File: src/rtl/clock_divider_if.sv
// clock_divider_if: run control, ratio handshake and divided-clock outputs of clock_divider.
interface clock_divider_if #(parameter int DIV_W = 8);
  logic en;
  logic [DIV_W-1:0] div_ratio;
  logic div_load;
  logic div_ack;
  logic busy;
  logic tick;
  logic ckout;
  logic ckoutb;
  modport master (output en, div_ratio, div_load, input div_ack, busy, tick, ckout, ckoutb);
  modport slave (input en, div_ratio, div_load, output div_ack, busy, tick, ckout, ckoutb);
endinterface

File: src/rtl/clock_divider.sv
// clock_divider: programmable integer divider with glitch-free ratio updates at period boundaries.
module clock_divider #(
  parameter int DIV_W = 8,
  parameter int DIV_INIT = 4
) (
  input logic clk,
  input logic rst,
  clock_divider_if.slave bus
);
  typedef enum logic [1:0] {IDLE = 2'b00, HIGH = 2'b01, LOW = 2'b10} state_t;
  localparam logic [DIV_W-1:0] INIT = (DIV_INIT < 2) ? DIV_W'(2) : DIV_W'(DIV_INIT);
  function automatic logic [DIV_W-1:0] clamp(input logic [DIV_W-1:0] n);
    return (n < DIV_W'(2)) ? DIV_W'(2) : n;
  endfunction
  state_t state, state_n;
  logic [DIV_W-1:0] ratio, ratio_n, pend, pend_n, cnt, cnt_n, nr;
  logic pend_v, pend_v_n, tick_r, tick_n, ack_r, ack_n;
  logic boundary, apply, start;
  always_ff @(posedge clk) begin
    if (rst) begin
      state <= IDLE;
      ratio <= INIT;
      pend <= '0;
      pend_v <= 1'b0;
      cnt <= '0;
      tick_r <= 1'b0;
      ack_r <= 1'b0;
    end else begin
      state <= state_n;
      ratio <= ratio_n;
      pend <= pend_n;
      pend_v <= pend_v_n;
      cnt <= cnt_n;
      tick_r <= tick_n;
      ack_r <= ack_n;
    end
  end
  // IDLE counts as a boundary, so a pending ratio lands there without waiting for en
  always_comb begin
    boundary = (state == IDLE) || (state == LOW && cnt == '0);
    apply = boundary && pend_v;
    start = boundary && bus.en;
    nr = apply ? clamp(pend) : ratio;
    ratio_n = nr;
    ack_n = apply;
    tick_n = start;
    pend_n = bus.div_load ? bus.div_ratio : pend;
    pend_v_n = bus.div_load | (pend_v & ~apply);
    state_n = boundary ? (bus.en ? HIGH : IDLE) : (cnt != '0) ? state : LOW;
    cnt_n = start ? (nr - 1'b1) >> 1
          : (state == HIGH && cnt == '0) ? (ratio >> 1) - 1'b1
          : (cnt == '0) ? '0 : cnt - 1'b1;
  end
  always_comb begin
    bus.ckout = state[0];
    bus.ckoutb = ~state[0];
    bus.tick = tick_r;
    bus.div_ack = ack_r;
    bus.busy = pend_v;
  end
endmodule

File: src/flat_wrapper.sv
// flat-port wrapper written by rule: the top's interface ports become plain ports
module clock_divider_flat 
#(
  parameter int DIV_W = 8,
  parameter int DIV_INIT = 4
)
  (clk, rst, bus_en, bus_div_ratio, bus_div_load, bus_div_ack, bus_busy, bus_tick, bus_ckout, bus_ckoutb);
  clock_divider_if #(.DIV_W(DIV_W)) bus_i ();
  input logic clk;
  input logic rst;
  input wire logic [$bits(bus_i.en)-1:0] bus_en;
  input wire logic [$bits(bus_i.div_ratio)-1:0] bus_div_ratio;
  input wire logic [$bits(bus_i.div_load)-1:0] bus_div_load;
  output wire logic [$bits(bus_i.div_ack)-1:0] bus_div_ack;
  output wire logic [$bits(bus_i.busy)-1:0] bus_busy;
  output wire logic [$bits(bus_i.tick)-1:0] bus_tick;
  output wire logic [$bits(bus_i.ckout)-1:0] bus_ckout;
  output wire logic [$bits(bus_i.ckoutb)-1:0] bus_ckoutb;
  assign bus_i.en = bus_en;
  assign bus_i.div_ratio = bus_div_ratio;
  assign bus_i.div_load = bus_div_load;
  assign bus_div_ack = bus_i.div_ack;
  assign bus_busy = bus_i.busy;
  assign bus_tick = bus_i.tick;
  assign bus_ckout = bus_i.ckout;
  assign bus_ckoutb = bus_i.ckoutb;
  clock_divider #(.DIV_W(DIV_W), .DIV_INIT(DIV_INIT)) u_core (.clk(clk), .rst(rst), .bus(bus_i));
endmodule
File: config.mk
export PLATFORM = sky130hd
export DESIGN_NAME = clock_divider_flat
export DESIGN_NICKNAME = d
export VERILOG_FILES = /design/src/rtl/clock_divider_if.sv /design/src/rtl/clock_divider.sv /design/src/flat_wrapper.sv
export SDC_FILE = /design/constraint.sdc
export NUM_CORES = 1
export LEC_CHECK = 0
export CORE_MARGIN = 1
export CORE_UTILIZATION = 50
export CTS_CLUSTER_DIAMETER = 40
export CTS_CLUSTER_SIZE = 10
export DETAILED_ROUTE_END_ITERATION = 12
export HOLD_SLACK_MARGIN = 0.08
export PLACE_DENSITY = 0.74
export SLEW_MARGIN = 20
export SYNTH_ARGS = -nofsm -noshare
export SYNTH_HDL_FRONTEND = slang
export SYNTH_SLANG_ARGS = --single-unit
File: constraint.sdc
create_clock -name clk -period 2.8 [get_ports clk]
set_input_delay 0.56 -clock clk [delete_from_list [all_inputs] [get_ports clk]]
set_output_delay 0.56 -clock clk [all_outputs]
set_load 0.02 [all_outputs]
Yosys cells after proc, flatten, opt, wreduce, memory -nomap -nowiden
Cells that the tools add are included.
W data, S select, Z words.
{ "word_totals": {"register_bits": 29, "in_bits": 12, "output_inout_bits": 5, "wordCells": 36} }
{ "classes": {"n_addsub": 3, "n_lt_le_gt_ge": 1, "eq_ne": 3, "muxes": 8, "n_bitwise": 4, "reduce_logical": 9} }
{ "op_table": {"columns": ["operator", "n"], "rows": [
  ["$mux W8", 4],
  ["$sub A8 B1 Y8 const B", 2],
  ["$logic_not A8 Y1", 1],
  ["$lt A8 B2 Y1 const B", 1],
  ["$reduce_bool A8 Y1", 1],
  ["$sub A7 B1 Y8 const B", 1],
  ["$mux W7", 1],
  ["$logic_and A1 B1 Y1", 4],
  ["$mux W2", 2],
  ["$eq A2 B1 Y1 const B", 1],
  ["$eq A2 B2 Y1 const B", 1],
  ["$logic_not A2 Y1", 1],
  ["$ne A2 B1 Y1 const B", 1],
  ["$not A1 Y1", 2],
  ["$reduce_or A2 Y1", 1],
  ["$and A1 B1 Y1", 1],
  ["$logic_or A1 B1 Y1", 1],
  ["$mux W1", 1],
  ["$or A1 B1 Y1", 1]
]} }

Longest topological paths before layout
{ "logic_depth": {"depth_word": 7, "ltp_mapped": 14, "ltp_nobuf": 13} }

Worst setup path before layout
Ideal clock, no wire load.
{ "synth_timing": {"path_kind": "flip-flop to flip-flop", "start": "register u_core.cnt[0]", "end": "register u_core.cnt[5]", "setup_ns": 0.075, "t_arrival_ns": 2.940, "required_time_ns": 2.725, "slack_ns": -0.215, "path_stages_with_launch": 14, "path_buffers": 1, "period_less_slack_ns": 3.015, "path_cell_list": "dfxtp_1 inv_1 ha_1 or3b_2 o21ai_2 and3_1 buf_2 mux2i_1 ha_1 nor3b_1 nor3b_1 xor2_1 mux2i_1 o22ai_1"} }
{ "synth_between": {"elab_chain_len": 7, "word_cells_on_any_way": 12, "cone_classes": "add/sub: 2; mux: 4; reduce/logical: 6"} }
{ "synth_lines": {"columns": ["element", "line", "text"], "rows": [
  ["start, declared", "clock_divider.sv:16", "logic [DIV_W-1:0] ratio, ratio_n, pend, pend_n, cnt, cnt_n, nr;"],
  ["start signal, assigned", "clock_divider.sv:33", "cnt <= cnt_n;"],
  ["$logic_not A8 Y1", "clock_divider.sv:40, clock_divider.sv:51, clock_divider.sv:52", null],
  ["$logic_and A1 B1 Y1", "clock_divider.sv:40", "boundary = (state == IDLE) || (state == LOW && cnt == '0);"],
  ["$logic_or A1 B1 Y1", "clock_divider.sv:40", null],
  ["$logic_and A1 B1 Y1", "clock_divider.sv:41", "apply = boundary && pend_v;"],
  ["$mux W8", "clock_divider.sv:43", "nr = apply ? clamp(pend) : ratio;"],
  ["$sub A8 B1 Y8", "clock_divider.sv:50", "cnt_n = start ? (nr - 1'b1) >> 1"],
  ["$mux W7 (*)", "clock_divider.sv:50", null]
]} }
Every way passes the cells marked *; elsewhere a longest branch is shown, timed or not.
A chain may end at the register's enable or synchronous reset.

Worst setup path after layout
Same ends and word-level chain as after synthesis.

==> flow_metrics.env <==
export IMPL_ant_nets=0
export IMPL_grt_max_degree=24
export IMPL_portBuffers=16
export IMPL_die_area_um2=3498
export IMPL_synth_cells=188
export IMPL_io_pins=17
export IMPL_route_detailed_drc=0
export IMPL_ys_seq_elements=29
export IMPL_hold_path_depth=2
export IMPL_path_class="flip-flop to flip-flop"
export IMPL_drt_wl_total_um=3817
export IMPL_clockRootBuffer="clkbuf_4"
export IMPL_clk_insertion_delay_late_ns=0.34
export IMPL_fin_util_pct=68.21
export IMPL_syn_to_final_growth_pct=28.58
export IMPL_skew_ns=0.01126
export IMPL_synth_ff_type="dfxtp_1"
export IMPL_grt_pass1_vias=1371
export IMPL_die_w_um=59.15
export IMPL_crit_path_end_kind="flip-flop"
export IMPL_synthTopCellsByCount="32 x nor2_1, 29 x dfxtp_1, 19 x mux2i_1"
export IMPL_cts_buffers=5
export IMPL_clock_path_buffers=2
export IMPL_synth_top_cell_area_share_pct=35.56
export IMPL_syn_num_nets=204
export IMPL_yosysWarnings=0
export IMPL_avgRoutedWirePerCell_um=14.14
export IMPL_finalSetupViolations=0
export IMPL_hpwl_um=2702
export IMPL_start_util_pct=53.05
export IMPL_antenna_cells=0
export IMPL_finalCritPeriodShare_pct=98.35
export IMPL_drtPass1Iterations=4
export IMPL_drv_cap=0
export IMPL_irDropWorstVdd_v=0.0003554
export IMPL_critPathSlowestCell="or3b_4"
export IMPL_die_h_um=59.15
export IMPL_crit_chain="inv_2 > ha_4 > or3b_4 > o21ai_4 > and3_4 > mux2i_4 > ha_2 > nor3b_4 > nor3b_4 > xor2_1 > mux2i_1 > o22ai_1"
export IMPL_critPathRequiredTime_ns=3.06
export IMPL_grt_pass1_wl_um=6154
export IMPL_cp_max_fo=4
export IMPL_synth_area_um2=1633
export IMPL_seq_area_frac_synth_pct=35.56
export IMPL_holdCritPathClass="flip-flop to flip-flop"
export IMPL_cts_sinks=29
export IMPL_rsz0062_at_grt="yes"
export IMPL_final_layout_size_suffix_gt1_share_pct=22.57
export IMPL_power_density_nw_per_um2=802.8
export IMPL_synth_cell_types=44
export IMPL_whs_ns=0.5183
export IMPL_antenna_found_initial=0
export IMPL_row_count=20
export IMPL_max_freq_ghz=0.3631
export IMPL_drt_iter0_drc=40
export IMPL_fin_nets=241
export IMPL_slew_violations=0
export IMPL_cts_tree="built"
export IMPL_yosysTopAreaCell="dfxtp_1"
export IMPL_avgSynthCellArea_um2=8.685
export IMPL_cts_htree_levels=2
export IMPL_cpPeakStageDelay_ns=0.40
export IMPL_yosys_top_cells_area="dfxtp_1 36%, mux2i_1 12%, nor2_1 7.4%"
export IMPL_vias_per_cell=5.433
export IMPL_vias=1467
export IMPL_overflow=0
export IMPL_hold_violations=0
export IMPL_tightest_slew_ns=0.5073
export IMPL_reg2regPathDepth=12
export IMPL_slew_limit_headroom_pct=66.06
export IMPL_nFillCells=255
export IMPL_async_reset_ff_share_pct=0
export IMPL_min_period_ns=2.754
export IMPL_cellLeakagePower_nw=0.8894
export IMPL_yosysMostFrequentCell="nor2_1"
export IMPL_cp_start_kind="flip-flop"
export IMPL_power_mw=1.685
export IMPL_grt_usage_pct=23.89
export IMPL_clk_pin_slew_worst_paths_ns=0.09
export IMPL_synth_edf_count=0
export IMPL_gp_congestion=0.8594
export IMPL_core_um2=3078
export IMPL_cp_arrival_ns=3.01
export IMPL_crit_top_cell="nor3b_4"
export IMPL_status="completed"
==> logic make-up (layout without fill, tap and decap cells) <==
| kind of cell | after synthesis | after routing | share of synthesized area [%] |
|---|---|---|---|
| AOI/OAI and AO/OA | 31 | 31 | 14.33 |
| xor gates and xnor gates | 17 | 17 | 9.119 |
| muxes | 19 | 19 | 11.65 |
| adders and majority gates | 4 | 4 | 3.065 |
| buffers and inverters | 16 | 54 | 4.214 |
| DFF | 29 | 29 | 35.56 |
| and+or+nand+nor | 72 | 72 | 22.07 |
==> per-layer routing <==
layer  part of all wire, %  track usage (%)
met2                    51            40.75
met3                   3.7            6.332
met1                    43            27.68
met5                     0                0
met4                   2.6            11.56
==> worst paths after layout <==
| path | startpoint | to | slack (ns) |
|---|---|---|---|
| max | u_core.cnt[0] | u_core.cnt[5] | 0.05 |
| min | u_core.state[0] | u_core.state[1] | 0.52 |
| max reg2reg | u_core.cnt[0] | u_core.cnt[5] | 0.05 |
| min reg2reg | u_core.state[0] | u_core.state[1] | 0.52 |
==> critical path, delay by kind of cell, from the launching register on <==
| kind | cells | cell delay, ns |
|---|---|---|
| and+or+nand+nor | 4 | 1.05 |
| DFF | 1 | 0.35 |
| AOI/OAI and AO/OA | 2 | 0.35 |
| adders and majority gates | 2 | 0.34 |
| muxes | 2 | 0.34 |
| xor gates and xnor gates | 1 | 0.18 |
| buffers and inverters | 1 | 0.08 |
==> layout make-up <==
cell class / instances / area (um2) / share of cell area [%]
timing repair buffer: 38 / 329.1 / 15.67
tap: 44 / 55.05 / 2.622
inverter: 8 / 30.03 / 1.430
clock buffer: 8 / 48.80 / 2.324
sequential: 29 / 583.1 / 27.77
multi-input combinational: 143 / 1054 / 50.18
==> through the flow <==
stage	TNS [ns]	instance area, um2	instances	worst slack [ns]
final	0	2100	270	0.04613
after global placement	0	1907	250	0.08419
after floorplan	0	1655	188	0.03570
after detailed placement	-0.02944	1907	250	-0.02944
after global routing	-0.1265	2100	270	-0.07767
after CTS	0	1968	259	0.01983
==> registers in the layout (all words and copies together), names as in the netlist <==
name,count
u_core.cnt,8
u_core.pend,8
u_core.ratio,8
u_core.state,2
u_core.bus.busy,1
u_core.bus.div_ack,1
u_core.bus.tick,1
==> what timing repair did <==
action | 4_1_cts | 5_1_grt
endpoints found under the hold margin | 0 | 0
hold buffers | 0 | 0
pin swaps | 1 | 6
setup endpoints to repair | 1 | 3
setup buffers | 1 | 11
resized for setup | 1 | 13
==> placed cells by master (no fill, tap or decap), types with 2 or more instances in the layout <==
master and n:
nor2_1 31, dfxtp_1 27, buf_4 21, mux2i_1 18, clkdlybuf4s50_1 16, nand2_1 12
xnor2_1 12, inv_1 6, a21oi_1 5, xor2_1 5, clkbuf_4 5, o21ai_0 4
o22ai_1 4, nor3_1 3, a211oi_1 3, clkbuf_1 3, or4_1 2, or4_4 2
inv_2 2, and2_1 2, or3_1 2, nor3b_1 2, nor4_1 2, o211ai_1 2
nor3b_4 2, nand3_1 2, o22a_2 2, ha_1 2, dfxtp_2 2
==> power by group <==
group | internal [mW] | switching (mW) | total, mW
combinational | 0.466 | 0.418 | 0.884
clock | 0.0997 | 0.137 | 0.236
sequential | 0.487 | 0.0785 | 0.565
(Power assumes the default switching activity.)
